$ cat src/rtl/regfile_write_arbiter_if.sv
// Writeback request/ack bundle between the ALU/load units
// and the register file write arbiter.
interface regfile_write_arbiter_if;
  logic        ReqA;
  logic [1:0]  RdA;
  logic [15:0] DataA;
  logic        AckA;
  logic        ReqB;
  logic [1:0]  RdB;
  logic [15:0] DataB;
  logic        AckB;
  logic [1:0]  RD;
  logic [15:0] WriteData;
  logic        RegWrite;
  logic [3:0]  Pending;
  logic        Busy;

  modport master (
    output ReqA, RdA, DataA,
    output ReqB, RdB, DataB,
    input  AckA, AckB,
    input  RD, WriteData, RegWrite,
    input  Pending, Busy
  );

  modport slave (
    input  ReqA, RdA, DataA,
    input  ReqB, RdB, DataB,
    output AckA, AckB,
    output RD, WriteData, RegWrite,
    output Pending, Busy
  );
endinterface

$ cat src/rtl/regfile_write_arbiter.sv
// Two-requester register file write arbiter: one holding
// buffer per requester, one register write per cycle.
module regfile_write_arbiter (
  input logic Clock,
  input logic Reset,
  regfile_write_arbiter_if.slave bus
);
  typedef struct packed {
    logic        full;
    logic [1:0]  rd;
    logic [15:0] data;
  } entry_t;

  entry_t      bufA;
  entry_t      bufB;
  logic        olderA;
  logic        rrA;
  logic        selA;
  logic        selB;
  logic        both;
  logic        keepA;
  logic        keepB;
  logic [1:0]  rdQ;
  logic [15:0] dataQ;
  logic        wrQ;
  logic [3:0]  pend;

  always_comb begin
    both  = bufA.full && bufB.full;
    selA  = 1'b0;
    if (bufA.full) begin
      if (!bufB.full)
        selA = 1'b1;
      else if (bufA.rd == bufB.rd)
        selA = olderA;
      else
        selA = rrA;
    end
    selB  = bufB.full && !selA;
    keepA = bufA.full && !selA;
    keepB = bufB.full && !selB;
  end

  assign bus.AckA = bus.ReqA && !Reset &&
                    (!bufA.full || selA);
  assign bus.AckB = bus.ReqB && !Reset &&
                    (!bufB.full || selB);

  always_comb begin
    pend = '0;
    if (!Reset) begin
      if (bufA.full) pend[bufA.rd] = 1'b1;
      if (bufB.full) pend[bufB.rd] = 1'b1;
    end
  end

  assign bus.Pending   = pend;
  assign bus.Busy      = !Reset && (bufA.full || bufB.full);
  assign bus.RD        = rdQ;
  assign bus.WriteData = dataQ;
  assign bus.RegWrite  = wrQ;

  always_ff @(posedge Clock) begin
    if (Reset) begin
      bufA.full <= 1'b0;
      bufB.full <= 1'b0;
      rdQ       <= '0;
      dataQ     <= '0;
      wrQ       <= 1'b0;
      rrA       <= 1'b1;
      olderA    <= 1'b1;
    end else begin
      wrQ <= selA || selB;
      if (selA) begin
        rdQ   <= bufA.rd;
        dataQ <= bufA.data;
      end else if (selB) begin
        rdQ   <= bufB.rd;
        dataQ <= bufB.data;
      end
      if (both)
        rrA <= selB;
      if (selA) bufA.full <= 1'b0;
      if (selB) bufB.full <= 1'b0;
      if (bus.AckA)
        bufA <= '{1'b1, bus.RdA, bus.DataA};
      if (bus.AckB)
        bufB <= '{1'b1, bus.RdB, bus.DataB};
      // The entry left waiting is always the older one.
      if (bus.AckA && bus.AckB)
        olderA <= 1'b1;
      else if (bus.AckA && keepB)
        olderA <= 1'b0;
      else if (bus.AckB && keepA)
        olderA <= 1'b1;
    end
  end
endmodule
$ cat src/flat_wrapper.sv
// flat-port wrapper written by rule: the top's interface ports become plain ports
module regfile_write_arbiter_flat 
  (Clock, Reset, bus_ReqA, bus_RdA, bus_DataA, bus_ReqB, bus_RdB, bus_DataB, bus_AckA, bus_AckB, bus_RD, bus_WriteData, bus_RegWrite, bus_Pending, bus_Busy);
  regfile_write_arbiter_if bus_i ();
  input logic Clock;
  input logic Reset;
  input wire logic [$bits(bus_i.ReqA)-1:0] bus_ReqA;
  input wire logic [$bits(bus_i.RdA)-1:0] bus_RdA;
  input wire logic [$bits(bus_i.DataA)-1:0] bus_DataA;
  input wire logic [$bits(bus_i.ReqB)-1:0] bus_ReqB;
  input wire logic [$bits(bus_i.RdB)-1:0] bus_RdB;
  input wire logic [$bits(bus_i.DataB)-1:0] bus_DataB;
  output wire logic [$bits(bus_i.AckA)-1:0] bus_AckA;
  output wire logic [$bits(bus_i.AckB)-1:0] bus_AckB;
  output wire logic [$bits(bus_i.RD)-1:0] bus_RD;
  output wire logic [$bits(bus_i.WriteData)-1:0] bus_WriteData;
  output wire logic [$bits(bus_i.RegWrite)-1:0] bus_RegWrite;
  output wire logic [$bits(bus_i.Pending)-1:0] bus_Pending;
  output wire logic [$bits(bus_i.Busy)-1:0] bus_Busy;
  assign bus_i.ReqA = bus_ReqA;
  assign bus_i.RdA = bus_RdA;
  assign bus_i.DataA = bus_DataA;
  assign bus_i.ReqB = bus_ReqB;
  assign bus_i.RdB = bus_RdB;
  assign bus_i.DataB = bus_DataB;
  assign bus_AckA = bus_i.AckA;
  assign bus_AckB = bus_i.AckB;
  assign bus_RD = bus_i.RD;
  assign bus_WriteData = bus_i.WriteData;
  assign bus_RegWrite = bus_i.RegWrite;
  assign bus_Pending = bus_i.Pending;
  assign bus_Busy = bus_i.Busy;
  regfile_write_arbiter u_core (.Clock(Clock), .Reset(Reset), .bus(bus_i));
endmodule
$ cat config.mk
export PLATFORM = sky130hd
export DESIGN_NAME = regfile_write_arbiter_flat
export DESIGN_NICKNAME = d
export VERILOG_FILES = /design/src/rtl/regfile_write_arbiter_if.sv /design/src/rtl/regfile_write_arbiter.sv /design/src/flat_wrapper.sv
export SDC_FILE = /design/constraint.sdc
export NUM_CORES = 1
export LEC_CHECK = 0
export CORE_UTILIZATION = 47
export CTS_CLUSTER_SIZE = 12
export DETAILED_ROUTE_END_ITERATION = 16
export PLACE_DENSITY = 0.76
export RECOVER_POWER = 25
export SLEW_MARGIN = 20
export SYNTH_ARGS = -nofsm -noshare
export SYNTH_HDL_FRONTEND = slang
export SYNTH_SLANG_ARGS = --single-unit
$ cat constraint.sdc
create_clock -name Clock -period 3.9 [get_ports Clock]
set_clock_uncertainty 0.2 [all_clocks]
set_input_delay 0.585 -clock Clock [delete_from_list [all_inputs] [get_ports Clock]]
set_output_delay 0.585 -clock Clock [all_outputs]
set_load 0.02 [all_outputs]
==> results.md, run 1 <==
- By area the synthesized netlist is led by edfxtp_1 (39%), dfxtp_1 (16%), nor4b_1 (5.3%).
- The worst-case vdd ir drop is 265 uV.
- The worst hold margin is 0.338 ns.
- The kind of launch point of the worst setup path is a flip-flop.
- The root buffer selected by CTS is clkbuf_8.
- Setup violations remaining at the end of the flow were counted as 0.
- In this run, post-CTS hold repair placed 0 buffers.
- The peak clock frequency supported by timing is 306 MHz.
- The first global-routing pass estimated ~9500 um of wire.
- For this run the aggregate overflow at the end of global routing stands at 0.
- The flow ran to the end, and the final reports show no timing, DRC or antenna violations.
- The total wirelength of the detailed-routed design is ~6000 um.
- The post-detailed-placement half-perimeter wirelength is about 3800 um.
- In the post-synthesis netlist, the cell with the most instances is edfxtp_1.
- The largest driver fanout on the critical path is 8.
- Once routing completed, OpenROAD measured the worst setup slack at approximately 0.63 ns.
- The number of storage elements in the synthesis netlist is 59.
- The number of filler cells placed in the layout is around 460.
- In this run the power density over the cells is 406 nW/um^2.
- For this run, the detailed router's first-pass iteration total came to 4.
- The maximum number of pins on one net before global-route repair is 44.
- The number of global-route vias before repair is 1904.
- The pin slew with the least headroom to its limit is 0.844 ns.
- The critical path in this run is classified as reg -> out.
- The clock tree from TritonCTS is built.
- The worst relative slew slack is 43.6%.
- The cell area after synthesis is ~2800 sq um.
- After detailed routing, the number of remaining DRC violations is 0.
- The max-slew violation count is 0.
- Counting I/O delays and the setup requirement, the final critical path takes between 3 and 4 ns.
- The synthesis-to-layout area growth is 27.6%.
- Dividing the detail-routed wire length by the instance count gives between 15 and 20 um.
- The starting DRC count in detailed routing is 140.
- In the synthesized netlist the async set-or-reset flop fraction comes to 0%.
- For this run, the number of Yosys warnings is 0.
- Clock-pin slew was measured on the worst setup and hold paths at around 0.070 ns.
- The H-tree depth is 3.
- The path type of the worst min-delay path is reg -> reg.
- The ratio of cells with drive above 1 in the final layout is about a fifth.
- The overall power is about 0.0015 W.
- The CTS buffer count is 9.
- The number of endpoints with negative hold slack in the final report is 0.
- Ranked by instance count, the synthesized netlist is headed by edfxtp_1 (36), dfxtp_1 (23), a211oi_1 (18).
- For this run, the total global-route usage over all layers was measured as roughly 21%.
- The number of setup buffers added after CTS is 0.
- Setup repair after global routing left no endpoint under its margin.
- The synthesized design devotes to its leading area cell type between 30% and 40% of total area.
- Routability-driven placement finished with a final weighted congestion of 0.835.
- The die covers approximately 6300 sq um.
- The cell type contributing the most total cell area after synthesis is edfxtp_1.
- Prior to clock tree synthesis, the placed netlist has a worst setup slack of 0.945 ns.
- The initialized floorplan defines 27 standard-cell rows.
- In this run the remaining antenna-violating nets after routing total 0.
- At the later pin of the worst-skew pair, clock insertion delay measures between 0.3 and 0.4 ns.
- The core area is between 5000 and 6000 sq um.
- Yosys mapped the design onto a little over 40 distinct sky130hd cell types.
- In the synthesized netlist the dominant register cell turns out to be edfxtp_1.
- At the worst endpoint, the arrival time is between 2 and 2.5 ns.
- The repair_antennas step left the layout with diodes totalling 0.
- The number of sinks driven by the clock tree is 59.
- The maximum root-to-sink buffer count is 2.
- Summing the sequential cell areas from Yosys gives 55.0% of the chip area.
- After detailed routing, the number of vias per cell comes to around 5.6.
- The tool flagged a number of max-cap violations equal to 0.
- At the worst endpoint, the required time is between 3 and 4 ns.
- The number of flops mapped to enable cells by yosys is 36.
- The post-cts resize count is 0.
- The worst path uses between 80% and 90% of the clock period.
- In the final design database the tool counted 318 nets.
- The die height is just under 80 um.
- The endpoint kind of the worst setup timing path is a primary output.
- In the synthesized netlist, the number of instances is 218.
- From left edge to right edge, the die measures 79.2 um.
- The number of vias in the routed layout is 1990.
- The number of antenna violations at the first check in global routing is 0.
- Summed over all cells, the static leakage comes to 1.18 nW.
- The count of buffers added on input and output ports is 65.
- The initial core utilization is a little under 50%.
- The total I/O pin count is 66.
- A synthesized cell averages ~13 sq um.
- The summed negative setup slack over all endpoints is 0 ns.
- The net count of the mapped netlist is ~260.
==> metal layers <==
layer / GRT usage [%] / vias up / share of wire (%)
met5: 0 / - / 0
met4: 8.55 / 0 / 1.3
met3: 5.86 / 7 / 6.3
met2: 31.6 / 69 / 49
met1: 27.6 / 961 / 43
li1: - / 953 / -
==> cell usage in the layout (no fill, tap or decap), types with 2 or more instances in the layout <==
| cell type | instances |
|---|---|
| edfxtp_1 | 36 |
| and2b_1 | 5 |
| buf_4 | 6 |
| xnor2_1 | 2 |
| nand2_1 | 3 |
| clkbuf_8 | 9 |
| or3_1 | 2 |
| clkinv_2 | 3 |
| dfxtp_1 | 23 |
| and2b_2 | 5 |
| nand3_1 | 2 |
| xor2_2 | 2 |
| a31oi_2 | 2 |
| a31oi_1 | 3 |
| nor4_1 | 7 |
| nor4_2 | 10 |
| nor2b_1 | 7 |
| dlygate4sd3_1 | 30 |
| nor2_1 | 9 |
| a21oi_2 | 10 |
| clkdlybuf4s50_1 | 35 |
| nand2b_1 | 5 |
| nand3b_1 | 2 |
| a21oi_1 | 13 |
| nor4b_1 | 17 |
| o31ai_1 | 2 |
| a211oi_1 | 18 |
==> path summary, 6_finish.rpt <==
kind | from | endpoint | slack (ns) | cells past startpoint
hold / removal | u_core.bufA[8]$_DFFE_PP_ | u_core.bus.WriteData[8]$_SDFFE_PP0P_ | 0.34 | 2
hold reg to reg | u_core.bufA[8]$_DFFE_PP_ | u_core.bus.WriteData[8]$_SDFFE_PP0P_ | 0.34 | 2
setup reg to reg | u_core.bufB[16]$_DFFE_PP_ | u_core.bufA[1]$_DFFE_PP_ | 1.26 | 5
setup / recovery | u_core.bufB[16]$_DFFE_PP_ | bus_AckB | 0.63 | 5
==> cell type report <==
cell class	instances	area (sq um)	area share, %
flip-flops and latches	59	1540	43.1
multi-input cells	136	1060	29.7
repair buffers	71	696	19.4
clock buffers	10	128	3.57
well taps	72	90.1	2.52
clock inverters	6	56.3	1.57
inverters	1	3.75	0.105
==> registers in the layout, summed over array words and instances (netlist names) <==
name                  count
u_core.bufB              19
u_core.olderA             1
u_core.bus.RD             2
u_core.bus.RegWrite       1
u_core.bufA              19
u_core.rrA                1
u_core.bus.WriteData     16
==> critical path, stage by stage, from the launching register on <==
cell and delay [ns]:
edfxtp_1 0.54, xor2_2 0.23, nor2_1 0.23, mux2_4 0.36, a31oi_1 0.17, clkdlybuf4s50_1 0.63
==> kinds of logic (layout without fill, tap and decap cells) <==
logic type / Yosys count / after routing / synth area share [%]
AOI/OAI and AO/OA: 54 / 54 / 14.1
xor gates and xnor gates: 4 / 4 / 1.79
DFF: 59 / 59 / 55.0
and+or+nand+nor: 76 / 76 / 20.7
buffers and inverters: 23 / 88 / 7.54
muxes: 2 / 2 / 0.893
==> metrics by stage <==
stage          util (%)  instance area [sq um]  std cells
2_1_floorplan         -                   2800        218
3_3_place_gp       60.1                   3390        339
3_5_place_dp       60.1                   3390        339
4_1_cts            63.4                   3580        355
5_1_grt            63.4                   3580        355
6_report           63.4                   3580        355
==> where the power goes <==
| group | switching [W] | internal [W] |
|---|---|---|
| logic | 0.0000968 | 0.000106 |
| clock network | 0.000237 | 0.000290 |
| registers | 0.0000238 | 0.000700 |
| total | 0.000357 | 0.00110 |
(Power assumes the default switching activity.)
==> inputs of run 2 (changes only) <==
- CORE_UTILIZATION: 47 -> 45
- clock period: 3.9 -> 3 ns (I/O delays scaled with it)
==> results.md, run 2 (synthesis gave the netlist of run 1 again) <==
- IR analysis of the VDD net gives a maximum drop of 363 uV.
- The initial core utilization is between 40% and 50%.
- For this run, the slowest stage of the critical path takes between 0.5 and 0.6 ns.
- The first global-routing pass estimated ~9500 um of wire.
- The static leakage power is between 1 and 1.5 nW.
- OpenSTA, run right after detailed placement, puts the worst setup slack at about 0.23 ns.
- Port buffering added 65 buffers.
- The flow ran to the end, and the final reports show no timing, DRC or antenna violations.
- Setup repair after global routing left no endpoint under its margin.
- Once layout is done, the placed cells without fillers occupy 3660 sq um.
- STA puts the critical path data required time at 2.35 ns.
- Of the total power, the share spent switching nets is between 20 and 25%.
- The first detailed-routing pass ran for 4 iterations.
- The die is just over 80 um tall.
- The number of sinks driven by the clock tree is between 50 and 60.
- The worst setup path is captured at a primary output.
- The congestion estimate from routability-driven global placement came to 0.835.
- The number of placement rows is 28.
- The x dimension of the die is around 81 um.
- For the pin with the worst max-slew slack, the measured transition is 0.843 ns.
- Data on the critical path arrives at its endpoint at 2.17 ns.
- The synthesis-to-layout area growth is 30.4%.
- The largest driver fanout on the critical path is 3.
- After detailed routing, the total wire length is between 5000 and 6000 um.
- Grouping stages by cell kind, the critical path spends the most delay in buffers and inverters.
- In this run, CTS created clock tree buffers numbering 9.
- The max-slew violation count was 0.
- Of the cells placed in the final design, the portion with a size suffix greater than 1 is 22.3%.
- TritonCTS built the clock tree.
- For this run, the total global-route usage over all layers was measured as between 20% and 30%.
- The power share of the clock group is around 36%.
- The net switching power is 0.000453 W.
- For the worst-skew pair, the clock arrives at the later sink with an insertion delay of 0.33 ns.
- The instance area after placement is approximately 3400 sq um.
- Leaving out fill and tap cells, the most frequent cell in the layout is edfxtp_1.
- CTS placed an instance of clkbuf_8 at the clock tree root.
- Clock-pin slew was measured on the worst setup and hold paths at ~0.07 ns.
- The total of hold buffers inserted after clock tree synthesis is 0.
- The DRC violation count after routing is 0.
- Cell internal power was estimated by the tool at around 0.0014 W.
- The smallest clock period supported by the final layout is computed as 2.82 ns.
- Together, buffers and inverters on the worst path number 1.
- The sequential group share of total power is approximately half.
- The number of vias in the routed layout is 2028.
- For this block, the initial DRC count from the detailed router was ~100.
- Per report_power, the combinational group accounts for approximately 15% of the total.
- The post-route clock period utilization is 93.9%.
- The summed negative setup slack over all endpoints is 0 ns.
- The worst setup slack after layout is 0.182 ns.
- Headroom to the max-slew limit came out at 43.8%.
- The number of endpoints with negative hold slack in the final report is 0.
- The clock passes through at most 2 buffers.
- The number of antenna violations at the first check in global routing is 1.
- The overall power is 0.00188 W.
- Once detailed placement completed, the half-perimeter wirelength came to 4040 um.
- The total I/O pin count is 66.
- The path type of the worst min-delay path is reg -> reg.
- Entering global routing, the biggest net connects 45 pins.
- The ratio of total power to cell area is between 500 and 600 nW/um^2.
- The critical path goes through xor2_2, nor2_2, mux2i_2, a31oi_1, clkdlybuf4s50_1.
- The number of maximum-capacitance violations is 0.
- The floorplan step defined a core boundary enclosing 5960 sq um.
- The overall overflow remaining after global route is 0.
- The number of global-route vias before repair was 2042.
- The total number of nets in the final design is 327.
- The count of nets left with antenna violations once routing finished came out at 0.
- CTS built an H-tree with a depth of 3.
- On the critical path, the stage with the largest delay is an instance of clkdlybuf4s50_1.
- The peak clock frequency supported by timing is ~350 MHz.
- In the final routed layout, each cell accounts on average for ~16 um.
- The kind of launch point of the worst setup path is a flip-flop.
- The die covers around 6500 sq um.
- Leaving out fill and tap cells, the most frequent cells in the layout are edfxtp_1 (36), clkdlybuf4s50_1 (34), dlygate4sd3_1 (30), dfxtp_1 (23), a211oi_1 (18).
- The class of the most critical setup path is reg -> out.
- After detailed routing, the number of vias per cell comes to 5.51.
- The number of failing setup endpoints in the final timing report is 0.
-- run 2: power by group through the flow --
stage | clock (W) | sequential [W] | combinational (W)
final | 0.000669 | 0.000937 | 0.000276
after global routing | 0.000730 | 0.000942 | 0.000298
after CTS | 0.000682 | 0.000938 | 0.000283
after detailed placement | 0 | 0.000956 | 0.000279
after global placement | 0 | 0.000955 | 0.000274
after floorplan | 0 | 0.000972 | 0.000136
-- run 2: per-layer routing --
layer	part of all wire (%)	GRT usage, %	wire (um)	vias to the layer above
li1	-	-	-	976
met1	40	22.7	2370	978
met2	53	34.5	3150	64
met3	5.3	7.19	315	10
met4	2.0	8.21	122	0
met5	0	0	0	-
-- run 2: final cells by class --
type                            instances  area [sq um]
Fill cell                             513          2300
Sequential cell                        59          1540
Multi-Input combinational cell        136          1070
Timing Repair Buffer                   80           762
Clock buffer                           10           128
Tap cell                               75          93.8
Clock inverter                          6          56.3
Inverter                                1          3.75
Antenna cell                            1          2.50
-- run 2: timing repair --
item / in CTS / in global routing
resized for setup: 1 / 2
buffers inserted: 2 / 2
hold endpoints to repair: 0 / 0
endpoints found under the setup margin: 2 / 1
-- run 2: worst register-to-register path, stage by stage, from the launching register on --
cell and delay [ns]:
dfxtp_1 0.38, buf_4 0.42, or2b_1 0.31, or3_1 0.68
a21oi_1 0.28, nor4_1 0.07
-- run 2: per-stage QoR --
step	hold slack (ns)	util [%]	cells
after CTS	0.337	61.0	365
after floorplan	0.276	-	218
final	0.334	61.4	368
after detailed placement	0.331	57.7	347
after global placement	0.323	57.7	347
after global routing	0.361	61.4	368
-- run 2: final timing paths --
| path | startpoint | end | slack, ns | cells past startpoint |
|---|---|---|---|---|
| setup / recovery | u_core.bufA[16]$_DFFE_PP_ | bus_AckA | 0.18 | 5 |
| hold / removal | u_core.bufA[5]$_DFFE_PP_ | u_core.bus.WriteData[5]$_SDFFE_PP0P_ | 0.33 | 2 |
| setup reg to reg | u_core.bufB[18]$_SDFFE_PP0P_ | u_core.bus.RD[0]$_SDFFE_PP0P_ | 0.54 | 5 |
| hold reg to reg | u_core.bufA[5]$_DFFE_PP_ | u_core.bus.WriteData[5]$_SDFFE_PP0P_ | 0.33 | 2 |
==> RTL change, RTL diff (flow settings as in run 2) <==
Make the reset (`Reset`) asynchronous in one clocked block.
--- a/src/rtl/regfile_write_arbiter.sv
+++ b/src/rtl/regfile_write_arbiter.sv
@@ -60,7 +60,7 @@
   assign bus.WriteData = dataQ;
   assign bus.RegWrite  = wrQ;
 
-  always_ff @(posedge Clock) begin
+  always_ff @(posedge Clock or posedge Reset) begin
     if (Reset) begin
       bufA.full <= 1'b0;
       bufB.full <= 1'b0;
Behaviour: differs if Reset is asserted again (counterexample within 4 cycles, from zero or initial values and one cycle with Reset high); with Reset held inactive, the same outputs for 10 cycles.
==> RTL change against run 2 <==
  * Fmax down 2.1%
  * Non-clock buffer count down 5
  * Register-to-register slack improved by 0.15 ns
  * Final cell count shrank 13%
  * Design area shrank 7.4%
  * Sequential cell count stayed put
  * Wire length down 14%
  * Synthesized area fell by 13%
  * Worst setup slack worse by 0.060 ns
  * Die area is 13% lower
  * Critical endpoint is now bus_AckB
  * Largest cell class unchanged
  * Highest routed layer unchanged
Power is not compared: it rests on default switching activity, and its combinational part moved more than twofold at a synthesized area within 25%.
==> RTL change: results (changes against run 2) <==
GR Util met1: 25.1% (was 22.7%)
Global placement routability congestion: 0.766 (was 0.835)
Reg2reg end: u_core.bufA[8]$_DFFE_PP_ (was u_core.bus.RD[0]$_SDFFE_PP0P_)
Hold Path Origin: u_core.bufA[4]$_DFFE_PP_ (was u_core.bufA[5]$_DFFE_PP_)
Layout Nets: 283 (was 327)
Asr flop ratio synth: 39.0% (was 0%)
Placed Cells: 300 (was 347)
Final hold slack: 0.313 ns (was 0.334 ns)
Worst path max stage delay: 0.59 ns (was 0.56 ns)
GRT Overall Usage: 20.0% (was 20.1%)
Count of cell types in the netlist: 36 (was 41)
Worst Hold Path EP: u_core.bus.WriteData[4]$_DFFE_PP0P_ (was u_core.bus.WriteData[5]$_SDFFE_PP0P_)
Total placed instance area: 3190 um2 (was 3430 um2)
Max-slew headroom: 72.0% (was 43.8%)
Largest cells by area after synthesis: edfxtp_1 44%, dfrtp_1 22%, mux2i_1 6.6% (was edfxtp_1 39%, dfxtp_1 16%, nor4b_1 5.3%)
CP delay by family, top: buffers and inverters (unchanged)
Setup Fix Bufs, Post-CTS: 0 (was 2)
Crit path DAT: 2.23 ns (was 2.17 ns)
Met2 GRT Util: 31.2% (was 34.5%)
RR Startpoint: u_core.bufB[16]$_DFFE_PP_ (was u_core.bufB[18]$_SDFFE_PP0P_)
Starting DRT DRC Count: 66 (was 99)
Reg2Reg Setup Slack: 0.69 ns (was 0.54 ns)
Avg WL per Cell: 16.1 um (was 16.2 um)
R2R cell count: 6 (was 5)
Synth Flop Type: edfxtp_1 (unchanged)
Vias in the first global route: 1685 (was 2042)
Seq/Total Area, Yosys: 68.2% (was 55.0%)
Status: finished, final reports clean (unchanged)
Root buffer cell: clkbuf_8 (unchanged)
Metal3 WL: 377 um (was 315 um)
Setup WS pre-CTS: 0.313 ns (was 0.230 ns)
HPWL after DPL: 3.38 mm (was 4.04 mm)
Synthesized netlist cell count: 165 (was 218)
Met3 Use GR: 5.56% (was 7.19%)
Final WL: 5.13 mm (was 5.96 mm)
Multiplexer share of the synthesized area: 7.61% (was 0.893%)
Share of cells above drive strength 1: 14.9% (was 22.3%)
Filler cells: 397 (was 513)
Pin count of the biggest net entering global routing: 25 (was 45)
CP max FO: 6 (was 3)
Pint: 1670 uW
-- RTL change: final cells by class --
type                            instances  area, um2  share of cell area [%]
Antenna cell                            1       2.50                  0.0739
Clock buffer                           16        160                    4.73
Inverter                                5       18.8                   0.555
Multi-Input combinational cell         93        728                    21.5
Sequential cell                        59       1660                    49.0
Tap cell                               70       87.6                    2.59
Timing Repair Buffer                   75        728                    21.5
-- RTL change: worst max-delay path by stage --
stage	start	endpoint	slack, ns
4_1_cts	u_core.bufA[17]$_DFFE_PP_	bus_AckB	0.04
2_1_floorplan	Reset	u_core.bufA[0]$_DFFE_PP_	0.21
5_1_grt	u_core.bufB[16]$_DFFE_PP_	bus_AckB	-0.004
3_3_place_gp	u_core.bufB[16]$_DFFE_PP_	bus_AckB	0.38
6_report	u_core.bufB[16]$_DFFE_PP_	bus_AckB	0.12
3_5_place_dp	u_core.bufA[17]$_DFFE_PP_	bus_AckB	0.31
